[config.mk]
export PLATFORM = sky130hd
export DESIGN_NAME = lcd_text_sequencer_flat
export DESIGN_NICKNAME = d
export VERILOG_FILES = /design/src/rtl/lcd_text_sequencer_if.sv /design/src/rtl/lcd_text_sequencer.sv /design/src/flat_wrapper.sv
export SDC_FILE = /design/constraint.sdc
export NUM_CORES = 1
export LEC_CHECK = 0
export ABC_AREA = 1
export CORE_UTILIZATION = 49
export CTS_CLUSTER_DIAMETER = 100
export DETAILED_ROUTE_END_ITERATION = 8
export GPL_ROUTABILITY_DRIVEN = 0
export MAX_ROUTING_LAYER = met4
export PLACE_DENSITY = 0.63
export SLEW_MARGIN = 20
export SYNTH_ARGS = -nofsm -noshare
export SYNTH_HDL_FRONTEND = slang
export SYNTH_SLANG_ARGS = --single-unit
[constraint.sdc]
create_clock -name clk -period 3.6 [get_ports clk]
set_input_delay 1.08 -clock clk [delete_from_list [all_inputs] [get_ports clk]]
set_output_delay 1.08 -clock clk [all_outputs]
set_load 0.05 [all_outputs]
[src/rtl/lcd_text_sequencer_if.sv]
// Parser byte stream in (valid/ready) and one-byte transaction bus out to the HD44780 4-bit driver.
// master = sequencer side, slave = parser/driver side.
interface lcd_text_sequencer_if;
    logic [7:0] in_data;
    logic       in_valid;
    logic       in_ready;
    logic       lcd_ready;
    logic       lcd_write;
    logic [7:0] lcd_byte;
    logic       lcd_data1cmd0;

    modport master (
        input  in_data, in_valid, lcd_ready,
        output in_ready, lcd_write, lcd_byte, lcd_data1cmd0
    );

    modport slave (
        output in_data, in_valid, lcd_ready,
        input  in_ready, lcd_write, lcd_byte, lcd_data1cmd0
    );
endinterface

[src/rtl/lcd_text_sequencer.sv]
// Buffers ASCII bytes, runs LCD init, tracks cursor/line wrap, issues one byte per driver transaction.
// Latency: IDLE->FETCH->ISSUE gives a strobe 3 cycles after a byte lands; in_ready = !full, one transaction in flight.
module lcd_text_sequencer #(
    parameter int COLS       = 16,
    parameter int FIFO_DEPTH = 16,
    parameter int CLEAR_WAIT = 82000
) (
    input  logic                        clk,
    input  logic                        reset,
    lcd_text_sequencer_if.master        bus,
    output logic                        cursor_row,
    output logic [$clog2(COLS+1)-1:0]   cursor_col
);
    localparam int CW = $clog2(COLS + 1);
    localparam int PW = $clog2(FIFO_DEPTH);
    localparam int NW = $clog2(FIFO_DEPTH + 1);
    localparam int WW = (CLEAR_WAIT > 0) ? $clog2(CLEAR_WAIT + 1) : 1;

    typedef enum logic [2:0] {
        S_CFG, S_ISSUE, S_ACK_LOW, S_ACK_HIGH, S_CLR_WAIT, S_IDLE, S_FETCH
    } state_t;

    state_t         state_q, state_d;
    logic [2:0]     cfg_idx_q, cfg_idx_d;
    logic [WW-1:0]  wait_q, wait_d;
    logic [7:0]     pend_byte_q, pend_byte_d;
    logic           pend_dc_q, pend_dc_d;
    logic           pend_pop_q, pend_pop_d;
    logic           pend_row_q, pend_row_d;
    logic [CW-1:0]  pend_col_q, pend_col_d;
    logic           lcd_write_q, lcd_write_d;
    logic [7:0]     lcd_byte_q, lcd_byte_d;
    logic           lcd_dc_q, lcd_dc_d;
    logic           row_q, row_d;
    logic [CW-1:0]  col_q, col_d;

    logic [7:0]     mem_q [FIFO_DEPTH];
    logic [PW-1:0]  wr_ptr_q, wr_ptr_d;
    logic [PW-1:0]  rd_ptr_q, rd_ptr_d;
    logic [NW-1:0]  count_q, count_d;
    logic           push, pop, full, empty, cfg_done;
    logic [7:0]     head;

    function automatic logic [7:0] cfg_cmd(input logic [2:0] idx);
        case (idx)
            3'd0:    cfg_cmd = 8'h28;
            3'd1:    cfg_cmd = 8'h0C;
            3'd2:    cfg_cmd = 8'h01;
            default: cfg_cmd = 8'h06;
        endcase
    endfunction

    assign full     = (count_q == NW'(FIFO_DEPTH));
    assign empty    = (count_q == '0);
    assign push     = bus.in_valid && !full;
    assign head     = mem_q[rd_ptr_q];
    assign cfg_done = (cfg_idx_q == 3'd4);

    assign bus.in_ready      = !full;
    assign bus.lcd_write     = lcd_write_q;
    assign bus.lcd_byte      = lcd_byte_q;
    assign bus.lcd_data1cmd0 = lcd_dc_q;
    assign cursor_row        = row_q;
    assign cursor_col        = col_q;

    always_comb begin
        state_d     = state_q;
        cfg_idx_d   = cfg_idx_q;
        wait_d      = wait_q;
        pend_byte_d = pend_byte_q;
        pend_dc_d   = pend_dc_q;
        pend_pop_d  = pend_pop_q;
        pend_row_d  = pend_row_q;
        pend_col_d  = pend_col_q;
        lcd_write_d = 1'b0;
        lcd_byte_d  = lcd_byte_q;
        lcd_dc_d    = lcd_dc_q;
        row_d       = row_q;
        col_d       = col_q;
        pop         = 1'b0;

        case (state_q)
            S_CFG: begin
                pend_byte_d = cfg_cmd(cfg_idx_q);
                pend_dc_d   = 1'b0;
                pend_pop_d  = 1'b0;
                pend_row_d  = row_q;
                pend_col_d  = col_q;
                cfg_idx_d   = cfg_idx_q + 3'd1;
                state_d     = S_ISSUE;
            end
            // Cursor moves and the FIFO pops on the same edge that raises the strobe.
            S_ISSUE: begin
                if (bus.lcd_ready) begin
                    lcd_write_d = 1'b1;
                    lcd_byte_d  = pend_byte_q;
                    lcd_dc_d    = pend_dc_q;
                    pop         = pend_pop_q;
                    row_d       = pend_row_q;
                    col_d       = pend_col_q;
                    state_d     = S_ACK_LOW;
                end
            end
            S_ACK_LOW: begin
                if (!bus.lcd_ready) state_d = S_ACK_HIGH;
            end
            S_ACK_HIGH: begin
                if (bus.lcd_ready) begin
                    if (!pend_dc_q && pend_byte_q == 8'h01 && CLEAR_WAIT > 0) begin
                        wait_d  = WW'(CLEAR_WAIT);
                        state_d = S_CLR_WAIT;
                    end else begin
                        state_d = cfg_done ? S_IDLE : S_CFG;
                    end
                end
            end
            S_CLR_WAIT: begin
                if (wait_q == WW'(1)) state_d = cfg_done ? S_IDLE : S_CFG;
                else                  wait_d  = wait_q - WW'(1);
            end
            S_IDLE: begin
                if (!empty) state_d = S_FETCH;
            end
            S_FETCH: begin
                pend_pop_d = 1'b1;
                pend_dc_d  = 1'b0;
                pend_row_d = row_q;
                pend_col_d = '0;
                state_d    = S_ISSUE;
                if (head >= 8'h20 && head <= 8'h7E) begin
                    if (col_q != CW'(COLS)) begin
                        pend_byte_d = head;
                        pend_dc_d   = 1'b1;
                        pend_col_d  = col_q + 1'b1;
                    end else begin
                        // Line full: move to the other line first, the char stays queued.
                        pend_byte_d = row_q ? 8'h80 : 8'hC0;
                        pend_row_d  = !row_q;
                        pend_pop_d  = 1'b0;
                    end
                end else if (head == 8'h0A) begin
                    pend_byte_d = row_q ? 8'h80 : 8'hC0;
                    pend_row_d  = !row_q;
                end else if (head == 8'h0D) begin
                    pend_byte_d = row_q ? 8'hC0 : 8'h80;
                end else if (head == 8'h0C) begin
                    pend_byte_d = 8'h01;
                    pend_row_d  = 1'b0;
                end else begin
                    pop     = 1'b1;
                    state_d = S_IDLE;
                end
            end
            default: state_d = S_CFG;
        endcase

        wr_ptr_d = push ? wr_ptr_q + 1'b1 : wr_ptr_q;
        rd_ptr_d = pop  ? rd_ptr_q + 1'b1 : rd_ptr_q;
        count_d  = count_q + NW'(push) - NW'(pop);
    end

    always_ff @(posedge clk) begin
        if (push) mem_q[wr_ptr_q] <= bus.in_data;
    end

    always_ff @(posedge clk or posedge reset) begin
        if (reset) begin
            state_q     <= S_CFG;
            cfg_idx_q   <= '0;
            wait_q      <= '0;
            pend_byte_q <= '0;
            pend_dc_q   <= 1'b0;
            pend_pop_q  <= 1'b0;
            pend_row_q  <= 1'b0;
            pend_col_q  <= '0;
            lcd_write_q <= 1'b0;
            lcd_byte_q  <= '0;
            lcd_dc_q    <= 1'b0;
            row_q       <= 1'b0;
            col_q       <= '0;
            wr_ptr_q    <= '0;
            rd_ptr_q    <= '0;
            count_q     <= '0;
        end else begin
            state_q     <= state_d;
            cfg_idx_q   <= cfg_idx_d;
            wait_q      <= wait_d;
            pend_byte_q <= pend_byte_d;
            pend_dc_q   <= pend_dc_d;
            pend_pop_q  <= pend_pop_d;
            pend_row_q  <= pend_row_d;
            pend_col_q  <= pend_col_d;
            lcd_write_q <= lcd_write_d;
            lcd_byte_q  <= lcd_byte_d;
            lcd_dc_q    <= lcd_dc_d;
            row_q       <= row_d;
            col_q       <= col_d;
            wr_ptr_q    <= wr_ptr_d;
            rd_ptr_q    <= rd_ptr_d;
            count_q     <= count_d;
        end
    end
endmodule
[src/flat_wrapper.sv]
// flat-port wrapper written by rule: the top's interface ports become plain ports
module lcd_text_sequencer_flat 
#(
    parameter int COLS       = 16,
    parameter int FIFO_DEPTH = 16,
    parameter int CLEAR_WAIT = 82000
)
  (clk, reset, cursor_row, cursor_col, bus_in_data, bus_in_valid, bus_lcd_ready, bus_in_ready, bus_lcd_write, bus_lcd_byte, bus_lcd_data1cmd0);
  lcd_text_sequencer_if bus_i ();
  input  logic clk;
  input  logic reset;
  output logic cursor_row;
  output logic [$clog2(COLS+1)-1:0] cursor_col;
  input wire logic [$bits(bus_i.in_data)-1:0] bus_in_data;
  input wire logic [$bits(bus_i.in_valid)-1:0] bus_in_valid;
  input wire logic [$bits(bus_i.lcd_ready)-1:0] bus_lcd_ready;
  output wire logic [$bits(bus_i.in_ready)-1:0] bus_in_ready;
  output wire logic [$bits(bus_i.lcd_write)-1:0] bus_lcd_write;
  output wire logic [$bits(bus_i.lcd_byte)-1:0] bus_lcd_byte;
  output wire logic [$bits(bus_i.lcd_data1cmd0)-1:0] bus_lcd_data1cmd0;
  assign bus_i.in_data = bus_in_data;
  assign bus_i.in_valid = bus_in_valid;
  assign bus_i.lcd_ready = bus_lcd_ready;
  assign bus_in_ready = bus_i.in_ready;
  assign bus_lcd_write = bus_i.lcd_write;
  assign bus_lcd_byte = bus_i.lcd_byte;
  assign bus_lcd_data1cmd0 = bus_i.lcd_data1cmd0;
  lcd_text_sequencer #(.COLS(COLS), .FIFO_DEPTH(FIFO_DEPTH), .CLEAR_WAIT(CLEAR_WAIT)) u_core (.clk(clk), .reset(reset), .bus(bus_i), .cursor_row(cursor_row), .cursor_col(cursor_col));
endmodule
Word level (Yosys, flattened, before mapping). Memories as Yosys holds them, arrays and structs flattened. Index checks and enable logic that the tools add are counted.

Register bits after elaboration: 68. Input bits: 12. Memories: 1. Output and inout port bits: 17. Bits in latches: 0. ROM bits: 0. Bits in writable memories: 128.

Memory list: u_core.mem_q (words 16, bits a word 8, rd ports 1, clocked after Yosys merged registers in 0, write ports 1, RTL line lcd_text_sequencer.sv:37) `logic [7:0] mem_q [FIFO_DEPTH];`.

Bitwise logic cells: 0. Reductions and logical operators: 15. Shift-type cells: 0. $mul: 0. Div/mod/pow operators: 0. $add $sub $neg: 7. Eq/ne operators: 24. Magnitude comparators: 2. Muxes and demuxes: 49.

Operator list (count): 2-to-1 mux 17 bit (3); 2-to-1 mux 8 bit (5); one-hot mux 17 bit (2 select lines) (1); 2-to-1 mux 3 bit (11); equality test 8 x 4 -> 1 bit (second input constant) (3); one-hot mux 3 bit (7 select lines) (1); one-hot mux 6 bit (3 select lines) (1); equality test 17 x 1 -> 1 bit (second input constant) (1); 2-to-1 mux 1 bit (17); subtractor 17 x 1 -> 17 bit (second input constant) (1); one-hot mux 8 bit (2 select lines) (1); 2-to-1 mux 7 bit (2); equality test 3 bit (second input constant) (4); 2-to-1 mux 5 bit (2); != test 2 bit (second input constant) (5); one-hot mux 5 bit (2 select lines) (1); equality test 3 x 2 -> 1 bit (second input constant) (3); adder 4 x 1 -> 4 bit (second input constant) (2); equality test 8 x 1 -> 1 bit (second input constant) (1); >= comparator 8 x 6 -> 1 bit (second input constant) (1); <= comparator 8 x 7 -> 1 bit (second input constant) (1); one-hot mux 1 bit (2 select lines) (4); equality test 3 x 1 -> 1 bit (second input constant) (2); zero test 3 bit (2); 15 further kinds (22).

Logic depth before layout (Yosys ltp). An unclocked memory read counts as a cell.

Depth after elaboration: 8. Mapped depth: 24. Gate-level depth less buffers: 22.

Least setup slack after synthesis. Ideal clock, no wire load.

Path type: register -> register. Start: register u_core.rd_ptr_q[0]. End: register u_core.count_q[4]. Path buffers: 3. Cell stages (with the launch flop): 24. Clock period less this slack: 3.047 ns. Data arrival time: 2.968 ns. Slack: 0.553 ns. Cell sequence: dfrtp_1 buf_6 buf_6 buf_6 nor2_1 nor2_1 o21ai_1 nand3_1 nand2_1 nand2_1 nor2_1 nand2_2 nor2_2 nor2_1 nand3_4 nand2_4 ha_1 inv_1 ha_1 fa_1 a21oi_1 nor2_1 nor2_1 xor2_1.

Longest elaborated chain between the ends: 8.

RTL lines: from (decl) (RTL line lcd_text_sequencer.sv:39) `logic [PW-1:0] rd_ptr_q, rd_ptr_d;`; from (signal assigned) (RTL line lcd_text_sequencer.sv:199) `rd_ptr_q <= rd_ptr_d;`; memory (16 x 8 bit) *; equality test 8 x 4 -> 1 bit (RTL line lcd_text_sequencer.sv:146) `end else if (head == 8'h0C) begin`; 2-to-1 mux 1 bit (RTL line lcd_text_sequencer.sv:146); 2-to-1 mux 1 bit (RTL line lcd_text_sequencer.sv:144) `end else if (head == 8'h0D) begin`; 2-to-1 mux 1 bit (RTL line lcd_text_sequencer.sv:141) `end else if (head == 8'h0A) begin`; 2-to-1 mux 1 bit * (RTL line lcd_text_sequencer.sv:130) `if (head >= 8'h20 && head <= 8'h7E) begin`; one-hot mux 1 bit (2 select lines) * (RTL line lcd_text_sequencer.sv:82) `case (state_q)`; net u_core.pop (RTL line lcd_text_sequencer.sv:41) `logic push, pop, full, empty, cfg_done;`; subtractor 5 x 1 -> 5 bit * (RTL line lcd_text_sequencer.sv:159) `count_d = count_q + NW'(push) - NW'(pop);`; net u_core.count_d[4] (RTL line lcd_text_sequencer.sv:40) `logic [NW-1:0] count_q, count_d;`; to (signal assigned) (RTL line lcd_text_sequencer.sv:200) `count_q <= count_d;`; to (decl) (RTL line lcd_text_sequencer.sv:40).

The timed path passes the listed nets; every way through them passes the cells marked *. A chain may end at the register's enable or synchronous reset.

Final worst setup path. Ends and elaborated chain as after synthesis.

==> flow_summary.yaml <==
route:
  viasPerCell: 5.12
  top_layer: "met4"
  met3_wirelength_um: 962
  wl_met1_um: 9180
  route.met2.wl_um: 9420
  ant_nets: 0
  num_vias: 6407
  finalWirelength_um: 19900
  drt_first_iter_violations: 562
  wl_per_cell_um: 15.9
  drc: 2
  first_pass_iters: 7
place:
  placed_area_sq_um: 9720
  dp_hpwl_um: 12600
  post-place-ws_ns: 0.153
  portBuffers: 28
synthesis:
  synthArstFlopShare_pct: 34.7
  yosys_most_used_dff: "edfxtp_1"
  synth_top_area_share_pct: 42.4
  yosys_warnings: 0
  synth.area.top_cells: "edfxtp_1 42%, dfrtp_1 19%, nand2_1 12%, nor2_1 4.7%, inv_1 3.8%"
  syn_area_per_cell_sq_um: 9.53
  synth_most_common_cell: "nand2_1"
  synth-edff-count: 128
  yosys.area.top_type: "edfxtp_1"
  syn_inst: 952
  synth_common_cells: "289 x nand2_1, 128 x edfxtp_1, 114 x nor2_1, 92 x inv_1, 68 x dfrtp_1"
  yosysSeqAreaShare_pct: 61.1
  synth_nets: 984
  ys_types: 37
  ys_ff_latch: 196
  synth.cell_area_sq_um: 9070
clocking:
  clock_sinks: 196
  cts_tree: "built"
  hold_buffers: 0
  clock_latency_ns: 0.44
  clk_pin_slew_ns: 0.07
  cts_buffers: 17
  root_buffer: "clkbuf_16"
  htree_num_levels: 4
  clk_path_buf_depth: 2
timing:
  whs_ns: 0.478
  fin_crit_sh_pct: 93.8
  min_period_ns: 3.38
  finalHoldViolCount: 0
  skew_ns: 0.00965
  setup_tns_ns: 0
  final_max_slew_viol_count: 0
  finalSetupViolations: 0
  max_clock_freq_mhz: 296
  fin_ws_ns: 0.222
  max_slew_margin_pct: 49.6
  grt_setup_unrepaired: "false"
  worst_pin_slew_ns: 0.753
layout:
  drive_above_1_share_pct: 9.78
  fin_nets: 1042
  stdcell_area_sq_um: 10500
  fin_util_pct: 57.9
  area_growth_syn_to_layout_pct: 15.4
  n_antenna_cell: 0
  multi_input_area_sq_um: 2960
  nFillCells: 1526
  register_area_sq_um: 5550
worst_setup_path:
  worstSetupPathType: "register to register"
  arrival_ns: 3.74
  critPathLaunchType: "register"
  critPathCaptureType: "register"
  crit_required_ns: 3.97
  path_max_fanout: 11
  rrSetupSlack_ns: 0.22
outcome:
  run_status: "finished with violations"
  violations: "DRC"
global_routing:
  grt_first_pass_wirelength_um: 31400
  overflow: 0
  grt_usage_pct: 22.0
  grt_pass1_vias: 5995
  antenna_found_initial: 0
  grt_max_degree: 54
min_path:
  hp-class: "register to register"
floorplan:
  core-area_sq_um: 18100
  dieWidth_um: 138
  die_h_um: 138
  die-area_sq_um: 19100
  row_count: 49
  ios: 29
  initial_core_util_pct: 50.2
power:
  irDropWorstVdd_mv: 0.428
  leakagePower_nw: 4.54
  p_per_area_nw_per_um2: 780
flow_run:
  max-cap-violations: 0
path summary, 6_finish.rpt:
path / depth (start not counted) / startpoint / to
worst min register to register: 2 / u_core.bus.lcd_byte[4]$_DFFE_PP0P_ / u_core.bus.lcd_byte[4]$_DFFE_PP0P_
min in group asynchronous: 2 / reset / u_core.wait_q[2]$_DFFE_PP0P_
worst min-delay path: 2 / u_core.bus.lcd_byte[4]$_DFFE_PP0P_ / u_core.bus.lcd_byte[4]$_DFFE_PP0P_
worst max-delay path: 23 / u_core.rd_ptr_q[0]$_DFFE_PP0P_ / u_core.count_q[4]$_DFF_PP0_
max in group asynchronous: 3 / reset / u_core.rd_ptr_q[0]$_DFFE_PP0P_
worst max register to register: 23 / u_core.rd_ptr_q[0]$_DFFE_PP0P_ / u_core.count_q[4]$_DFF_PP0_
state kept, by name, indices dropped and copies added, names as in the netlist:
name,count
u_core.bus.lcd_byte,8
u_core.bus.lcd_data1cmd0,1
u_core.bus.lcd_write,1
u_core.cfg_idx_q,3
u_core.count_q,5
u_core.cursor_col,5
u_core.cursor_row,1
u_core.mem_q,128
u_core.pend_byte_q,8
u_core.pend_col_q,5
u_core.pend_dc_q,1
u_core.pend_pop_q,1
u_core.pend_row_q,1
u_core.rd_ptr_q,4
u_core.state_q,3
u_core.wait_q,17
u_core.wr_ptr_q,4
per-stage QoR:
step / cells / total power [mW]
2_1_floorplan: 952 / 5.26
3_3_place_gp: 1214 / 5.99
3_5_place_dp: 1214 / 6.02
4_1_cts: 1246 / 8.02
5_1_grt: 1252 / 8.69
6_report: 1252 / 8.17
worst max-delay path, cell delays in order (launching register included):
cell and delay [ns]:
dfrtp_4 0.58, buf_12 0.16, inv_6 0.11, nand2_1 0.08
nand3_1 0.09, nand2_1 0.06, nor2_2 0.11, nand2_1 0.11
nand2_2 0.10, nand2_1 0.09, inv_1 0.06, nand2_1 0.05
nor2_2 0.12, nor2_1 0.08, nand3_4 0.11, nand2_4 0.05
ha_1 0.27, inv_1 0.04, ha_1 0.19, fa_2 0.35
a21oi_1 0.16, nor2_1 0.05, nor2_1 0.11, xor2_1 0.15
metal layers:
metal  GRT usage (%)  up-vias
met4            6.86        0
met2            34.3      180
li1                -     3215
met3            3.67       30
met5               -        -
met1            29.8     2982
cells in the final DEF, fill, tap and decap left out, drive strengths merged:
master         instances
a22oi                  1
clkdlybuf4s50         28
clkinvlp               2
xor2                  14
xnor2                  2
clkbuf                18
edfxtp               128
buf                   36
bufinv                 3
o41a                   1
a21oi                 25
inv                  107
nor2                 118
fa                     1
nand2                295
nand3                 58
o21ai                 56
ha                    19
nand4                 10
or2                    2
o22ai                  4
nand3b                 2
nor4                   5
o211ai                 1
dfrtp                 68
o21bai                 2
nor3                   9
clkinv                 8
cell families after synthesis:
| logic type | synth area share (%) |
|---|---|
| AND/OR/NAND/NOR | 22.8 |
| flip-flops | 61.1 |
| buffers and inverters | 6.43 |
| AO/OA/AOI/OAI | 5.24 |
| adder cells (fa/ha/maj) | 2.84 |
| XOR/XNOR | 1.54 |
cell type report:
class	count	area share, %
clock buffers	17	4.06
clock inverters	15	1.86
inverters	103	3.86
multi-input cells	625	28.3
flip-flops and latches	196	53.0
well taps	229	2.74
repair buffers	65	5.93
repair inverters	2	0.239
timing repair:
item | 4_1_cts | 5_1_grt
setup endpoints to repair | 0 | 1
resized for setup | 0 | 16
setup buffers | 0 | 2
power breakdown:
group          leakage [nW]  internal (mW)  total [mW]  switching, mW
Clock                 0.298           1.11        2.00          0.885
Combinational          2.22           1.05        3.08           2.03
Sequential             2.02           2.82        3.09          0.274
Total                  4.54           4.98        8.17           3.19
(Power assumes the default switching activity.)
